==> config.mk <==
export PLATFORM = sky130hd
export DESIGN_NAME = tof_frame_collector
export DESIGN_NICKNAME = d
export VERILOG_FILES = /design/src/rtl/tof_pkg.sv /design/src/rtl/rr_arbiter.sv /design/src/rtl/tof_frame_collector.sv
export SDC_FILE = /design/constraint.sdc
export NUM_CORES = 1
export LEC_CHECK = 0
export ABC_AREA = 1
export BUFFER_PORTS_ARGS = -buffer_cell sky130_fd_sc_hd__clkbuf_2
export CAP_MARGIN = 40
export CELL_PAD_IN_SITES_DETAIL_PLACEMENT = 0
export CELL_PAD_IN_SITES_GLOBAL_PLACEMENT = 2
export CORE_UTILIZATION = 37
export CTS_CLUSTER_DIAMETER = 200
export DETAILED_ROUTE_END_ITERATION = 12
export GPL_TIMING_DRIVEN = 1
export PLACE_DENSITY = 0.88
export SLEW_MARGIN = 20
export SYNTH_ARGS = -nofsm -noshare
export SYNTH_HDL_FRONTEND = slang
export SYNTH_SLANG_ARGS = --single-unit
==> constraint.sdc <==
create_clock -name clk -period 6.5 [get_ports clk]
set_input_delay 1.3 -clock clk [delete_from_list [all_inputs] [get_ports clk]]
set_output_delay 1.3 -clock clk [all_outputs]
set_load 0.01 [all_outputs]
==> src/rtl/tof_pkg.sv <==
// rtl/tof_pkg.sv - shared constants, FSM encoding and BRAM address packing for the ToF frame collector
package tof_pkg;

  localparam int N_SENSORS_D = 8;
  localparam int ZONES_D     = 64;
  localparam int ZONE_W_D    = 6;
  localparam int DATA_W_D    = 16;
  localparam int IDX_W_D     = 3;

  typedef enum logic [1:0] {
    COLLECT = 2'd0,
    SWAP    = 2'd1,
    STALL   = 2'd2
  } state_t;

  // Packs {bank, idx, zone} into the low bits of a 32-bit word; the caller
  // truncates to its own address width so the function works for any sizing.
  function automatic logic [31:0] pack_addr(input logic        bank,
                                            input logic [31:0] idx,
                                            input logic [31:0] zone,
                                            input int          idx_w,
                                            input int          zone_w);
    return ({31'd0, bank} << (idx_w + zone_w)) | (idx << zone_w) | zone;
  endfunction

endpackage

==> src/rtl/rr_arbiter.sv <==
// rtl/rr_arbiter.sv - round-robin arbiter with one-hot grant, grant index and pointer advance
// Ports: clk, reset (async, active-low), req (request vector), adv (allow pointer update),
//        gnt (one-hot grant), gnt_idx (index of winner), gnt_valid (any grant this cycle).
module rr_arbiter #(
  parameter int N  = 8,
  parameter int IW = 3
) (
  input  logic          clk,
  input  logic          reset,
  input  logic [N-1:0]  req,
  input  logic          adv,
  output logic [N-1:0]  gnt,
  output logic [IW-1:0] gnt_idx,
  output logic          gnt_valid
);

  logic [IW-1:0] ptr;
  int            cand;

  // Search starts at ptr and wraps; the first full request wins.
  always_comb begin
    gnt       = '0;
    gnt_idx   = '0;
    gnt_valid = 1'b0;
    cand      = 0;
    for (int i = 0; i < N; i++) begin
      cand = int'(ptr) + i;
      if (cand >= N) cand = cand - N;
      if (!gnt_valid && req[cand[IW-1:0]]) begin
        gnt_valid            = 1'b1;
        gnt[cand[IW-1:0]]    = 1'b1;
        gnt_idx              = cand[IW-1:0];
      end
    end
  end

  always_ff @(posedge clk or negedge reset) begin
    if (!reset) begin
      ptr <= '0;
    end else if (adv && gnt_valid) begin
      ptr <= (gnt_idx == IW'(N - 1)) ? '0 : gnt_idx + IW'(1);
    end
  end

endmodule

==> src/rtl/tof_frame_collector.sv <==
// rtl/tof_frame_collector.sv - collects per-channel ToF zone samples into ping-pong BRAM frame banks
// Ports: clk, reset (async, active-low); tof_dr/tof_data per-channel sample strobes and {zone, sample};
//        chan_en channel mask; mem_we/mem_addr/mem_din BRAM write port ({bank, sensor, zone});
//        frame_rdy/frame_bank full-frame indication, frame_ack reader release; overrun sticky drop flag.
module tof_frame_collector
  import tof_pkg::*;
#(
  parameter int N_SENSORS = N_SENSORS_D,
  parameter int ZONES     = ZONES_D,
  parameter int ZONE_W    = ZONE_W_D,
  parameter int DATA_W    = DATA_W_D,
  parameter int IDX_W     = IDX_W_D
) (
  input  logic                                   clk,
  input  logic                                   reset,
  input  logic [N_SENSORS-1:0]                   tof_dr,
  input  logic [N_SENSORS*(ZONE_W+DATA_W)-1:0]   tof_data,
  input  logic [N_SENSORS-1:0]                   chan_en,
  output logic                                   mem_we,
  output logic [IDX_W+ZONE_W:0]                  mem_addr,
  output logic [DATA_W-1:0]                      mem_din,
  output logic                                   frame_rdy,
  output logic                                   frame_bank,
  input  logic                                   frame_ack,
  output logic                                   overrun
);

  localparam int SW = ZONE_W + DATA_W;
  localparam int AW = 1 + IDX_W + ZONE_W;
  localparam logic [ZONE_W:0] FULL_CNT = (ZONE_W + 1)'(ZONES);
  localparam logic [ZONE_W:0] CNT_ONE  = (ZONE_W + 1)'(1);

  state_t               state;
  logic                 fill_bank;
  logic [N_SENSORS-1:0] hold_full;
  logic [SW-1:0]        hold [N_SENSORS];
  logic [ZONE_W:0]      cnt [N_SENSORS];
  logic [ZONE_W:0]      cnt_nxt [N_SENSORS];

  logic [N_SENSORS-1:0] gnt;
  logic [IDX_W-1:0]     gnt_idx;
  logic                 gnt_valid;
  logic                 collecting;
  logic [SW-1:0]        gnt_sample;
  logic                 gnt_sat;
  logic                 do_write;
  logic                 frame_done;
  logic                 ack_ok;

  assign collecting = (state == COLLECT);
  assign ack_ok     = frame_ack && frame_rdy;

  // Grants happen only while collecting; SWAP and STALL leave samples parked.
  rr_arbiter #(.N(N_SENSORS), .IW(IDX_W)) u_arb (
    .clk       (clk),
    .reset     (reset),
    .req       (hold_full & {N_SENSORS{collecting}}),
    .adv       (collecting),
    .gnt       (gnt),
    .gnt_idx   (gnt_idx),
    .gnt_valid (gnt_valid)
  );

  always_comb begin
    gnt_sample = hold[gnt_idx];
    // A grant to a channel that already has its full frame is a drop, not a write.
    gnt_sat    = gnt_valid && (cnt[gnt_idx] == FULL_CNT);
    do_write   = gnt_valid && !gnt_sat;
    frame_done = |chan_en;
    for (int i = 0; i < N_SENSORS; i++) begin
      cnt_nxt[i] = cnt[i];
      if (do_write && gnt[i]) cnt_nxt[i] = cnt[i] + CNT_ONE;
      // Looking at the post-write count lets COLLECT leave on the last write's cycle.
      if (chan_en[i] && (cnt_nxt[i] != FULL_CNT)) frame_done = 1'b0;
    end
  end

  always_ff @(posedge clk or negedge reset) begin
    if (!reset) begin
      state      <= COLLECT;
      fill_bank  <= 1'b0;
      hold_full  <= '0;
      mem_we     <= 1'b0;
      mem_addr   <= '0;
      mem_din    <= '0;
      frame_rdy  <= 1'b0;
      frame_bank <= 1'b0;
      overrun    <= 1'b0;
      for (int i = 0; i < N_SENSORS; i++) begin
        hold[i] <= '0;
        cnt[i]  <= '0;
      end
    end else begin
      mem_we <= do_write;
      if (do_write) begin
        mem_addr <= AW'(pack_addr(fill_bank, 32'(gnt_idx), 32'(gnt_sample[SW-1:DATA_W]),
                                  IDX_W, ZONE_W));
        mem_din  <= gnt_sample[DATA_W-1:0];
      end
      if (gnt_sat) overrun <= 1'b1;

      for (int i = 0; i < N_SENSORS; i++) begin
        // A register being granted this edge counts as empty, so it can reload at once.
        if (tof_dr[i] && chan_en[i] && (!hold_full[i] || gnt[i])) begin
          hold_full[i] <= 1'b1;
          hold[i]      <= tof_data[i*SW +: SW];
        end else begin
          if (tof_dr[i] && chan_en[i]) overrun <= 1'b1;
          if (gnt[i]) hold_full[i] <= 1'b0;
        end
        cnt[i] <= cnt_nxt[i];
      end

      if (ack_ok) frame_rdy <= 1'b0;

      case (state)
        COLLECT: if (frame_done) state <= SWAP;
        SWAP: begin
          // A same-cycle ack has already released the reader bank.
          if (frame_rdy && !frame_ack) begin
            state <= STALL;
          end else begin
            frame_bank <= fill_bank;
            frame_rdy  <= 1'b1;
            fill_bank  <= ~fill_bank;
            for (int i = 0; i < N_SENSORS; i++) cnt[i] <= '0;
            state <= COLLECT;
          end
        end
        STALL:   if (ack_ok) state <= SWAP;
        default: state <= COLLECT;
      endcase
    end
  end

endmodule

==> results of run 1 <==
registers in the layout, indices dropped and copies added, names as in the netlist:
name,count
state,2
mem_we,1
u_arb.ptr,3
cnt,56
frame_rdy,1
mem_din,16
hold,176
mem_addr,10
frame_bank,1
hold_full,8
overrun,1
fill_bank,1
per-stage QoR:
| stage | utilization (%) | instances | hold WS (ns) |
|---|---|---|---|
| detailed placement | 41.6 | 2438 | 0.461 |
| finish | 44.4 | 2503 | 0.467 |
| floorplan | - | 1752 | 0.442 |
| CTS | 44.4 | 2498 | 0.471 |
| global placement | 41.5 | 2436 | 0.455 |
| global route | 44.4 | 2499 | 0.490 |
layout make-up:
type / count / area (sq um) / share of cell area (%)
Multi-Input combinational cell: 1235 / 7130 / 40.3
Sequential cell: 276 / 6910 / 39.0
Timing Repair Buffer: 248 / 1340 / 7.58
Clock buffer: 51 / 1010 / 5.68
Tap cell: 525 / 657 / 3.71
Inverter: 155 / 584 / 3.30
Clock inverter: 9 / 78.8 / 0.445
Antenna cell: 4 / 10.0 / 0.0565
synthesized netlist by cell type, types with 4 or more instances:
cell type,count,area (sq um)
sky130_fd_sc_hd__dfrtp_1,276,6910
sky130_fd_sc_hd__nand2_1,273,1020
sky130_fd_sc_hd__nor2_1,238,893
sky130_fd_sc_hd__o21ai_0,149,746
sky130_fd_sc_hd__inv_1,141,529
sky130_fd_sc_hd__mux2_2,135,1520
sky130_fd_sc_hd__a21oi_1,100,500
sky130_fd_sc_hd__nand3_1,85,425
sky130_fd_sc_hd__clkbuf_1,47,176
sky130_fd_sc_hd__xor2_1,37,324
sky130_fd_sc_hd__nor3_1,30,150
sky130_fd_sc_hd__o21ai_1,26,130
sky130_fd_sc_hd__a31oi_1,23,144
sky130_fd_sc_hd__nand4_1,22,138
sky130_fd_sc_hd__nand3_2,16,160
sky130_fd_sc_hd__buf_1,15,56.3
sky130_fd_sc_hd__ha_1,15,188
sky130_fd_sc_hd__buf_2,14,70.1
sky130_fd_sc_hd__inv_2,12,45.0
sky130_fd_sc_hd__o22ai_1,9,56.3
sky130_fd_sc_hd__buf_6,8,90.1
sky130_fd_sc_hd__nand2_2,7,43.8
sky130_fd_sc_hd__o21ai_2,7,61.3
sky130_fd_sc_hd__xnor2_1,7,61.3
sky130_fd_sc_hd__nand2b_1,6,37.5
sky130_fd_sc_hd__nand3_4,5,87.6
sky130_fd_sc_hd__o2111ai_1,5,43.8
sky130_fd_sc_hd__nor2_4,4,45.0
sky130_fd_sc_hd__or2_2,4,25.0
kinds of logic (layout without fill, tap and decap cells):
kind of cell / after synthesis / count (layout) / synth area share [%]
AOI/OAI and AO/OA: 336 / 336 / 12.1
xor gates and xnor gates: 45 / 45 / 2.68
adders and majority gates: 15 / 15 / 1.25
buffers and inverters: 241 / 463 / 6.69
DFF: 276 / 276 / 46.0
muxes: 135 / 135 / 10.1
other: 0 / 4 / 0
and+or+nand+nor: 704 / 704 / 21.1
worst max-delay path by stage:
stage               end  slack (ns)
6_report       state[0]        0.73
4_1_cts        state[0]        0.78
3_5_place_dp   state[0]        0.81
5_1_grt        state[0]        0.17
2_1_floorplan  state[0]        2.29
3_3_place_gp   state[0]        0.92
layer usage:
layer	share of wire [%]	global-route usage, %	wire length [um]	up-vias
met5	0.15	0	70	-
met4	2.3	6.28	1050	12
met3	8.2	6.94	3800	69
met2	46	36.5	21400	372
met1	43	29.2	20000	6105
li1	-	-	-	6248
worst max-delay path, delay by kind of cell, from the launching register on:
kind,cells,cell delay [ns]
AO/OA/AOI/OAI,3,0.50
AND/OR/NAND/NOR,22,3.06
flip-flops,1,0.56
buffers and inverters,3,0.84
adder cells (fa/ha/maj),1,0.72
==> results.txt, run 1 <==
The cell count after synthesis came out at 1752. The share of synthesized flip-flops with an asynchronous set or reset came out at 100%. The die is approximately 200 um wide.

The smallest clock period supported by the final layout is computed as between 5 and 6 ns. The starting DRC count in detailed routing is about 770. The post-route antenna net violation count is 0.

At the later pin of the worst-skew pair, clock insertion delay measures around 0.53 ns. The library cell used most frequently in the layout, excluding fill and tap cells, is sky130_fd_sc_hd__dfrtp_1. The endpoint identified for the worst register-to-register timing path is state[0].

The final layout net count came out at roughly 2200. The total vias in the final route came out at between 10000 and 15000. The post-placement cell area came out at around 0.017 sq mm. The data required time at the worst endpoint came out at slightly below 7 ns. The number of buffer cells added on primary ports came out at approximately 220. The category of the worst setup path capture point is a flip-flop.

The number of placed I/O pins came out at 225. The pre-antenna-repair detailed-routing pass consisted of 7 iterations. The maximum fanout encountered on the critical timing path came out at 21.

In the layout the commonest cells are sky130_fd_sc_hd__dfrtp_1 (276), sky130_fd_sc_hd__nand2_1 (273), sky130_fd_sc_hd__nor2_1 (236). The mapped netlist covers around 0.015 sq mm. The path class of the tightest hold or removal check is flip-flop to flip-flop. The first global-routing pass estimated between 70 and 80 mm of wire. The final weighted congestion of routability-driven global placement came out at ~0.9.

At the pin with the least slew margin, the transition time is just under 0.9 ns. The post-detailed-route via-to-cell ratio came out at 5.12. Summing all non-filler instances in the final layout gives an area of between 0.015 and 0.02 sq mm. The most used flip-flop cell after synthesis is sky130_fd_sc_hd__dfrtp_1. The post-CTS setup buffer count is 0.

The synthesis-stage register bit count is 276. The layout cell share with drive strength beyond 1 came out at between 20% and 30%. STA puts the critical path data arrival time at 6.23 ns. For this design, the slowest cell found on the critical path is sky130_fd_sc_hd__ha_1. After synthesis, the mean cell area works out to roughly 8.6 sq um. Gates resized during post-CTS repair numbered 0. The hold path depth is 1. The final-report hold violation count was 0. The via count of the first global-routing pass came to 12600. The run finished with clean final reports. The total global routing track utilization is 22.6%. The post-route clock skew is about 0.018 ns.

The initial antenna violation count is 10. The number of slew-limit violations in the final report came out at 0. Fill cells in the final layout number 4041.

The worst setup path is launched from a flip-flop. The detailed placement HPWL came out at around 34 mm. In this run, distinct cell masters in the synthesized netlist total 52. The pin count of the biggest net entering global routing is 141. The timing-limited maximum frequency came out at 173 MHz. The total number of placement rows came out at 73. The startpoint identified for the worst hold timing path is fill_bank. Setup repair after global routing left no endpoint under its margin. The clock net sink count is between 200 and 300. The tree is rooted in a sky130_fd_sc_hd__clkbuf_16.

The normalized max-slew margin is around two fifths. For this run, the slowest stage of the critical path takes between 0.7 and 0.8 ns. The final worst slack is approximately 0.73 ns. The worst hold path terminates at fill_bank. The final sum of negative setup slack is 0 ns. Synthesis produced a netlist with a net count of 1962.

The number of setup violations in the final report came out at 0. The area of the placeable core is about 0.040 sq mm. Sequential cells were found to cover between 40% and 50% of the synthesized design area.

The count of unresolved DRC violations after routing is 0. Counting flops with a built-in enable in the synthesized netlist gives 0. The TritonCTS buffer count came out at 34.

The number of buffers added to fix hold violations after cts came out at 0. The height of the die came out at ~200 um. For this configuration, the core starts out at a cell density of 37.6%.

The critical path launch point is u_arb.ptr[1]. The worst flop-to-flop path startpoint is u_arb.ptr[1]. The final wirelength came out at between 40 and 50 mm. The cell with the most instances on the worst path is sky130_fd_sc_hd__nand2_1.

The die covers between 0.04 and 0.05 sq mm. After clock tree synthesis, the clock-pin slew on the worst setup and hold paths is 0.05 ns. The register-to-register path setup slack came out at 0.73 ns. In the final routed layout, each cell accounts on average for around 18 um. The synthesis-to-layout area growth is 18.0%.

The maximum level of the CTS H-tree came out at 2. TritonCTS built the clock tree. For this run, the number of Yosys warnings is 0. Dividing the final minimum period by the clock period gives 88.8%. The number of maximum-capacitance constraint violations came out at 0.

The clock passes through at most 3 buffers. Global routing finished with a remaining overflow of 0. The pre-CTS setup slack came out at approximately 0.8 ns.

Counting cells, the worst reg-to-reg path comes to 29. The critical path in this run is classified as flip-flop to flip-flop.
Power of run 1 is not shown: default switching activity piles up to over one toggle a cycle in this logic, so the estimate is an artifact.
==> inputs of run 2 (changes only) <==
--- a/config.mk
+++ b/config.mk
@@ -10,11 +10,11 @@
 export CAP_MARGIN = 40
 export CELL_PAD_IN_SITES_DETAIL_PLACEMENT = 0
 export CELL_PAD_IN_SITES_GLOBAL_PLACEMENT = 2
-export CORE_UTILIZATION = 37
+export CORE_UTILIZATION = 35
 export CTS_CLUSTER_DIAMETER = 200
 export DETAILED_ROUTE_END_ITERATION = 12
 export GPL_TIMING_DRIVEN = 1
-export PLACE_DENSITY = 0.88
+export PLACE_DENSITY = 0.84
 export SLEW_MARGIN = 20
 export SYNTH_ARGS = -nofsm -noshare
 export SYNTH_HDL_FRONTEND = slang
==> constraint.sdc (replaced) <==
create_clock -name clk -period 5.9 [get_ports clk]
set_input_delay 1.18 -clock clk [delete_from_list [all_inputs] [get_ports clk]]
set_output_delay 1.18 -clock clk [all_outputs]
set_load 0.01 [all_outputs]
==> results.txt, run 2 (synthesis gave the netlist of run 1 again) <==
The category of the worst setup path capture point is a flip-flop. The hold path depth came out at 1 (unchanged). The number of buffers added to fix hold violations after cts is 0 (unchanged).

The clock net sink count is 276 (unchanged). The effective utilization at floorplan is 35.6% (-2.0 points). The final standard cell count with taps included and fillers excluded is 2519 (+0.64%). The placed cell count is 2456 (+0.74%). The clock latency at the later pin of the worst-skew pair came to 0.55 ns (+0.02 ns). The worst hold path terminates at fill_bank. The area of the placeable core is 0.0421 sq mm (+5.6%). The critical path data arrival time is 5.54 ns (-0.69 ns). The endpoint of the worst register-to-register path is state[0]. The number of detailed-route iterations in the first pass came out at 5 (-2). The master of the slowest instance on the critical path is sky130_fd_sc_hd__dfrtp_1. The tightest min-delay check is of the flip-flop to flip-flop type.

The number of slew-limit violations in the final report is 0 (unchanged). The largest registers in the layout are hold x176, cnt x56, mem_din x16. The count of unresolved DRC violations after routing came to 0 (unchanged).

The worst flop-to-flop path startpoint is u_arb.ptr[1]. The detailed placement HPWL came out at 33.9 mm (+0.63%). The height of the die is 209 um (+2.8%). The data required time at the worst endpoint is 6.37 ns (-0.59 ns). The die extent in x came out at 209 um (+2.8%). Leaving out fill and tap cells, the most frequent cell in the layout is sky130_fd_sc_hd__dfrtp_1. The full die area came to 0.0437 sq mm (+5.7%). The root buffer cell is sky130_fd_sc_hd__clkbuf_16. The total of cells resized after clock tree synthesis came out at 0 (unchanged). The via count of the first global-routing pass came out at 12900 (+1.8%). The starting DRC count in detailed routing is 930 (+21%). The post-route clock skew came out at 0.0234 ns (+0.00530 ns).

The maximum fanout encountered on the critical timing path is 17 (-19%). The setup path with the least slack is of type flip-flop to flip-flop. The initial antenna violation count came out at 10 (unchanged). The post-detailed-route via-to-cell ratio is 5.06 (-1.0%). TritonCTS built the clock tree. The final layout net count is 2164 (+0.19%). The total global routing track utilization came out at 21.9% (-0.70 points). The register-to-register path setup slack came to 0.83 ns (+0.10 ns).

The total number of placement rows came to 75 (+2.7%). Setup repair after global routing left no endpoint under its margin. The final-report hold violation count came to 0 (unchanged). Counting stages on the worst path, the most repeated cell is sky130_fd_sc_hd__nand2_1. The library cells used most frequently in the layout, excluding fill and tap cells, are sky130_fd_sc_hd__dfrtp_1 (276), sky130_fd_sc_hd__nand2_1 (273), sky130_fd_sc_hd__nor2_1 (236).

The total grt overflow came out at 0 (unchanged). The number of buffer cells added on primary ports is 224 (unchanged). The layout cell share with drive strength beyond 1 is 25.9% (+0.26 points). The final weighted congestion of routability-driven global placement came out at 0.904 (-1.2%). The TritonCTS buffer count came out at 34 (unchanged). The maximum level of the CTS H-tree is 2 (unchanged). The post-route antenna net violation count was 0 (unchanged).

The final wirelength came out at 46.9 mm (+1.4%). In this run the worst setup path begins at u_arb.ptr[1]. The final critical-path required period is 5.07 ns (-0.700 ns). The number of maximum-capacitance constraint violations is 0 (unchanged). The number of flip-flops in the largest register was 176 (unchanged).

The synthesis-to-layout area growth came out at 19.0%. The clock input transition at the sequential cells of the worst setup and hold paths is 0.06 ns (about the same). The slew at the pin with the worst max-slew slack is 0.878 ns (-0.00276 ns). The post-CTS setup buffer count came out at 0 (unchanged). The number of placed I/O pins came out at 225 (unchanged). The total vias in the final route is 12800 (-0.41%). The global-route wire length before repair is 74.1 mm (+3.0%). The flow ran to the end, and the final reports show no timing, DRC or antenna violations. The timing-limited maximum frequency came to 197 MHz (+14%).

The share of the core filled with cells came out at 42.4% (-2.0 points). STA classifies the critical path startpoint as a flip-flop. The number of fillers in the final layout was 4256 (+5.3%). The maximum clock insertion buffer count is 3 (unchanged). More flip-flops sit in one register than any other, and that register is hold. The average wire per cell in the routed design is 18.6 um (+0.78%). The largest stage delay on the critical path is 0.56 ns (-0.16 ns).

The pin count of the biggest net entering global routing is 116 (-18%). The startpoint identified for the worst hold timing path is fill_bank. The final sum of negative setup slack is 0 ns (unchanged). The number of setup violations in the final report came out at 0 (unchanged). The final worst-path cycle share came out at 85.9% (-2.8 points).

The normalized max-slew margin came out at 41.5% (+0.18 points). The depth of the most critical reg-to-reg path was 30 (+3.4%).
==> run 2: worst max path at each step <==
stage | end | cells after the start
after floorplan | state[0] | 35
after global placement | state[0] | 30
after CTS | state[0] | 30
after global routing | state[0] | 30
final | state[0] | 30
after detailed placement | state[0] | 30
==> run 2: layout make-up <==
class                   count  area (sq um)  share of cell area, %
multi-input cells        1235          7130                   39.9
flip-flops and latches    276          6910                   38.7
repair buffers            252          1380                   7.73
clock buffers              51          1030                   5.79
well taps                 539           674                   3.78
inverters                 155           584                   3.27
clock inverters             8           144                  0.806
diodes                      3          7.51                 0.0420
==> run 2: per-layer routing <==
layer / GRT usage, % / share of wire, %
met1: 28.7 / 44
met2: 35.5 / 46
met3: 6.01 / 7.2
met4: 5.81 / 2.0
met5: 0 / 0.17
==> run 2: metrics by stage <==
step / hold WS [ns] / setup WS, ns / cell area [sq um]
3_3_place_gp: 0.458 / 1.02 / 16600
4_1_cts: 0.476 / 0.867 / 17800
6_report: 0.473 / 0.831 / 17900
2_1_floorplan: 0.442 / 1.69 / 15000
3_5_place_dp: 0.463 / 0.901 / 16600
5_1_grt: 0.490 / 0.214 / 17900
==> run 2: worst max-delay path, delay by kind of cell, from the launching register on <==
family | cells | cell delay, ns
simple gates | 22 | 2.63
buf+inv | 5 | 0.92
flops | 1 | 0.56
fa+ha+maj | 1 | 0.47
compound gates | 2 | 0.43
Power of run 2 is left out for the same reason.
==> inputs of run 3 (changes only) <==
--- a/config.mk
+++ b/config.mk
@@ -18,4 +18,5 @@
 export SLEW_MARGIN = 20
 export SYNTH_ARGS = -nofsm -noshare
 export SYNTH_HDL_FRONTEND = slang
+export SYNTH_HIERARCHICAL = 1
 export SYNTH_SLANG_ARGS = --single-unit
==> results.txt, run 3 <==
The via count of the first global-routing pass was 12500 (-3.0%). The worst hold path begins at fill_bank. The final worst-path cycle share came out at 90.3% (+4.4 points). The most numerous cell type found on the critical path is sky130_fd_sc_hd__nand2_1. The detailed route wirelength on metal2 is 21.7 mm (-0.28%). The final critical-path required period came to 5.33 ns (+0.259 ns). In this run the critical register-to-register path is captured at state[0]. The slew at the pin with the worst max-slew slack came out at 0.783 ns (-0.0944 ns). The final standard cell count with taps included and fillers excluded came out at 2502 (-0.67%).

The final layout net count came out at 2146 (-0.83%). After synthesis, the cell types taking the most area are sky130_fd_sc_hd__dfrtp_1 (46%), sky130_fd_sc_hd__mux2_2 (10%), sky130_fd_sc_hd__nand2_1 (7.7%), sky130_fd_sc_hd__nor2_1 (6.5%), sky130_fd_sc_hd__inv_1 (3.7%). The slowest stage of the critical path is the sky130_fd_sc_hd__dfrtp_1 cell. The average wire per cell in the routed design is 18.2 um (-2.1%). The area of the mapped netlist is 0.0150 sq mm (-0.28%). The largest stage delay on the critical path is 0.54 ns (-0.02 ns).

The path class of the tightest hold or removal check is flip-flop to flip-flop. The worst hold path terminates at fill_bank. The met3 wire length is 3.05 mm (-10%). The kind of cell adding the most delay to the critical path is simple AND/OR/NAND/NOR gates. The synthesis-stage register bit count came to 276 (unchanged).

The clock net sink count came out at 276 (unchanged). The number of slew-limit violations in the final report came out at 0 (unchanged). The largest registers in the layout are hold x176, cnt x56, mem_din x16. The count of buffer and inverter cells on the critical path came out at 6 (+1). The share of the core filled with cells is 42.1% (-0.25 points). The final wirelength came out at 45.6 mm (-2.8%). The most frequent standard cell in the layout excluding fill and tap cells is sky130_fd_sc_hd__nand2_1. In the synthesized netlist, the cells that appear most often are sky130_fd_sc_hd__nand2_1 (309), sky130_fd_sc_hd__dfrtp_1 (276), sky130_fd_sc_hd__nor2_1 (260). The initial antenna violation count is 8 (-2). Counting flops per register, the top entry is hold.

The final weighted congestion of routability-driven global placement was 0.893 (-1.2%). The depth of the most critical reg-to-reg path is 31 (+3.3%). The final sum of negative setup slack is 0 ns (unchanged).

The global-route wire length before repair came out at 71.5 mm (-3.5%). Setup repair after global routing left no endpoint under its margin. The fraction of synthesized cell area taken by the top area cell type is 46.1% (+0.13 points).

TritonCTS built the clock tree. The critical path data arrival time is 5.79 ns (+0.25 ns). For this run, the leading register cell type out of synthesis is sky130_fd_sc_hd__dfrtp_1. The effective utilization at floorplan came out at 35.6% (about the same). The cell depth of the worst setup path came to 31 (+3.3%).

STA classifies the critical path endpoint as a flip-flop. The clock input transition at the sequential cells of the worst setup and hold paths is 0.05 ns (about the same). The highest metal layer carrying signal wires in the routed design is met5. The synthesized area per cell is 8.65 sq um (+0.93%). The area of the placeable core came to 0.0420 sq mm (-0.22%).

The final-report hold violation count is 0 (unchanged). The count of flip-flops with a built-in enable after synthesis came out at 0 (unchanged). The post-route clock skew came out at 0.0354 ns (+0.0120 ns). The startpoint kind of the worst setup timing path is a flip-flop. The total vias in the final route is 12500 (-2.0%). The proportion of synthesized chip area in sequential cells is 46.1% (+0.13 points). The number of detailed-route iterations in the first pass came out at 5 (unchanged).

The run finished with clean final reports. The maximum clock insertion buffer count is 3 (unchanged). The synthesis warning total was 6 (+6). The maximum fanout encountered on the critical timing path is 16 (-1). The layout cell share with drive strength beyond 1 is 25.9% (about the same). The die extent in x came out at 209 um (-0.14%). The count of unresolved DRC violations after routing is 0 (unchanged). The placed cell count is 2436 (-0.81%). The register-to-register path setup slack came to 0.57 ns (-0.26 ns). The total routed wire length on the met1 layer came out at 19.9 mm (-4.2%). The number of maximum-capacitance constraint violations came out at 0 (unchanged). By startpoint and endpoint, the worst setup path is classified as flip-flop to flip-flop.

The clock latency at the later pin of the worst-skew pair is 0.57 ns (+0.02 ns). The post-route antenna net violation count came out at 0 (unchanged). The total grt overflow came out at 0 (unchanged). The total of cells resized after clock tree synthesis is 0 (unchanged). The root buffer cell is sky130_fd_sc_hd__clkbuf_16. The number of nets produced by synthesis came out at 1942 (-1.0%). The post-detailed-route via-to-cell ratio is 4.99 (-1.4%).

The hold path depth came out at 1 (unchanged). The cell count after synthesis came out at 1731 (-1.2%). The data required time at the worst endpoint is 6.36 ns (about the same). The share of synthesized flip-flops with an asynchronous set or reset is 100% (unchanged). The total number of placement rows is 75 (unchanged).

The number of buffers added to fix hold violations after cts came out at 0 (unchanged). From synthesis to final layout, the design area changed by 18.3%. The pin count of the biggest net entering global routing came out at 143 (+23%). The height of the die is 209 um (-0.14%).

In the layout the commonest cells are sky130_fd_sc_hd__nand2_1 (308), sky130_fd_sc_hd__dfrtp_1 (276), sky130_fd_sc_hd__nor2_1 (259). The number of setup violations in the final report is 0 (unchanged). The timing-limited maximum frequency came to 188 MHz (-4.9%).

The starting DRC count in detailed routing was 782 (-16%). The number of placed I/O pins came out at 225 (unchanged). The full die area came to 0.0436 sq mm (-0.28%).

The normalized max-slew margin came out at 47.8% (+6.3 points). The post-CTS setup buffer count came to 0 (unchanged). The most common cell in the synthesized netlist is sky130_fd_sc_hd__nand2_1. The total global routing track utilization is 21.2% (-0.69 points). The startpoint identified for the worst register-to-register timing path is u_arb/ptr[1].

The number of different library cells in the post-synthesis netlist came out at 46 (-12%). The number of flip-flops in the largest register came out at 176 (unchanged). The biggest area contributor in the post-synthesis netlist is sky130_fd_sc_hd__dfrtp_1. The number of buffer cells added on primary ports came out at 224 (unchanged). The maximum level of the CTS H-tree came to 2 (unchanged).

The number of fillers in the final layout came out at 4227 (-0.68%). The detailed placement HPWL came to 32.7 mm (-3.5%). The TritonCTS buffer count came out at 34 (unchanged).
## run 3: cell count changes after synthesis, moves of 18 or more
| cell | before | now |
|---|---|---|
| sky130_fd_sc_hd__xor2_1 | 37 | 19 |
| sky130_fd_sc_hd__o211ai_1 | 3 | 27 |
| sky130_fd_sc_hd__nor2_1 | 238 | 260 |
| sky130_fd_sc_hd__o221ai_1 | 3 | 23 |
| sky130_fd_sc_hd__a31oi_1 | 23 | 1 |
| sky130_fd_sc_hd__mux2i_1 | 0 | 22 |
| sky130_fd_sc_hd__o21ai_0 | 149 | 80 |
| sky130_fd_sc_hd__nand2_1 | 273 | 309 |
## run 3: worst max-delay path by stage
| stage | start | to |
|---|---|---|
| 6_report | u_arb/ptr[1] | state[0] |
| 5_1_grt | u_arb/ptr[1] | state[0] |
| 4_1_cts | u_arb/ptr[1] | state[0] |
| 3_5_place_dp | u_arb/ptr[1] | state[0] |
| 3_3_place_gp | u_arb/ptr[1] | state[0] |
| 2_1_floorplan | u_arb/ptr[0] | state[0] |
## run 3: kinds of logic (layout without fill, tap and decap cells)
logic type | count (synthesis) | after routing | share of synthesized area (%)
multiplexers | 160 | 160 | 11.9
AND/OR/NAND/NOR | 748 | 748 | 22.1
adder cells (fa/ha/maj) | 16 | 16 | 1.34
other | 0 | 5 | 0
flip-flops | 276 | 276 | 46.1
AO/OA/AOI/OAI | 247 | 247 | 9.46
buffers and inverters | 246 | 473 | 6.86
XOR/XNOR | 38 | 38 | 2.22
## run 3: stage by stage
stage	setup WS, ns	hold WS [ns]	instance area (sq um)
floorplan	2.00	0.442	15000
global placement	0.860	0.458	16600
detailed placement	0.676	0.468	16600
CTS	0.634	0.474	17700
global route	0.00803	0.504	17700
finish	0.571	0.474	17700
## run 3: area by class of cell
cell class                 count  area (sq um)  share of cell area [%]
inverter                     164           627                    3.54
sequential                   276          6910                    39.0
tap                          539           674                    3.81
clock inverter                11           103                   0.579
clock buffer                  48           933                    5.27
timing repair buffer         250          1390                    7.85
multi-input combinational   1209          7070                    39.9
antenna                        5          12.5                  0.0706
## run 3: per-layer routing
layer | GRT usage [%] | up-vias
met5 | 0 | -
met1 | 27.2 | 6022
met2 | 35.0 | 278
met4 | 5.20 | 6
li1 | - | 6120
met3 | 6.28 | 68
Power of run 3 is left out for the same reason.
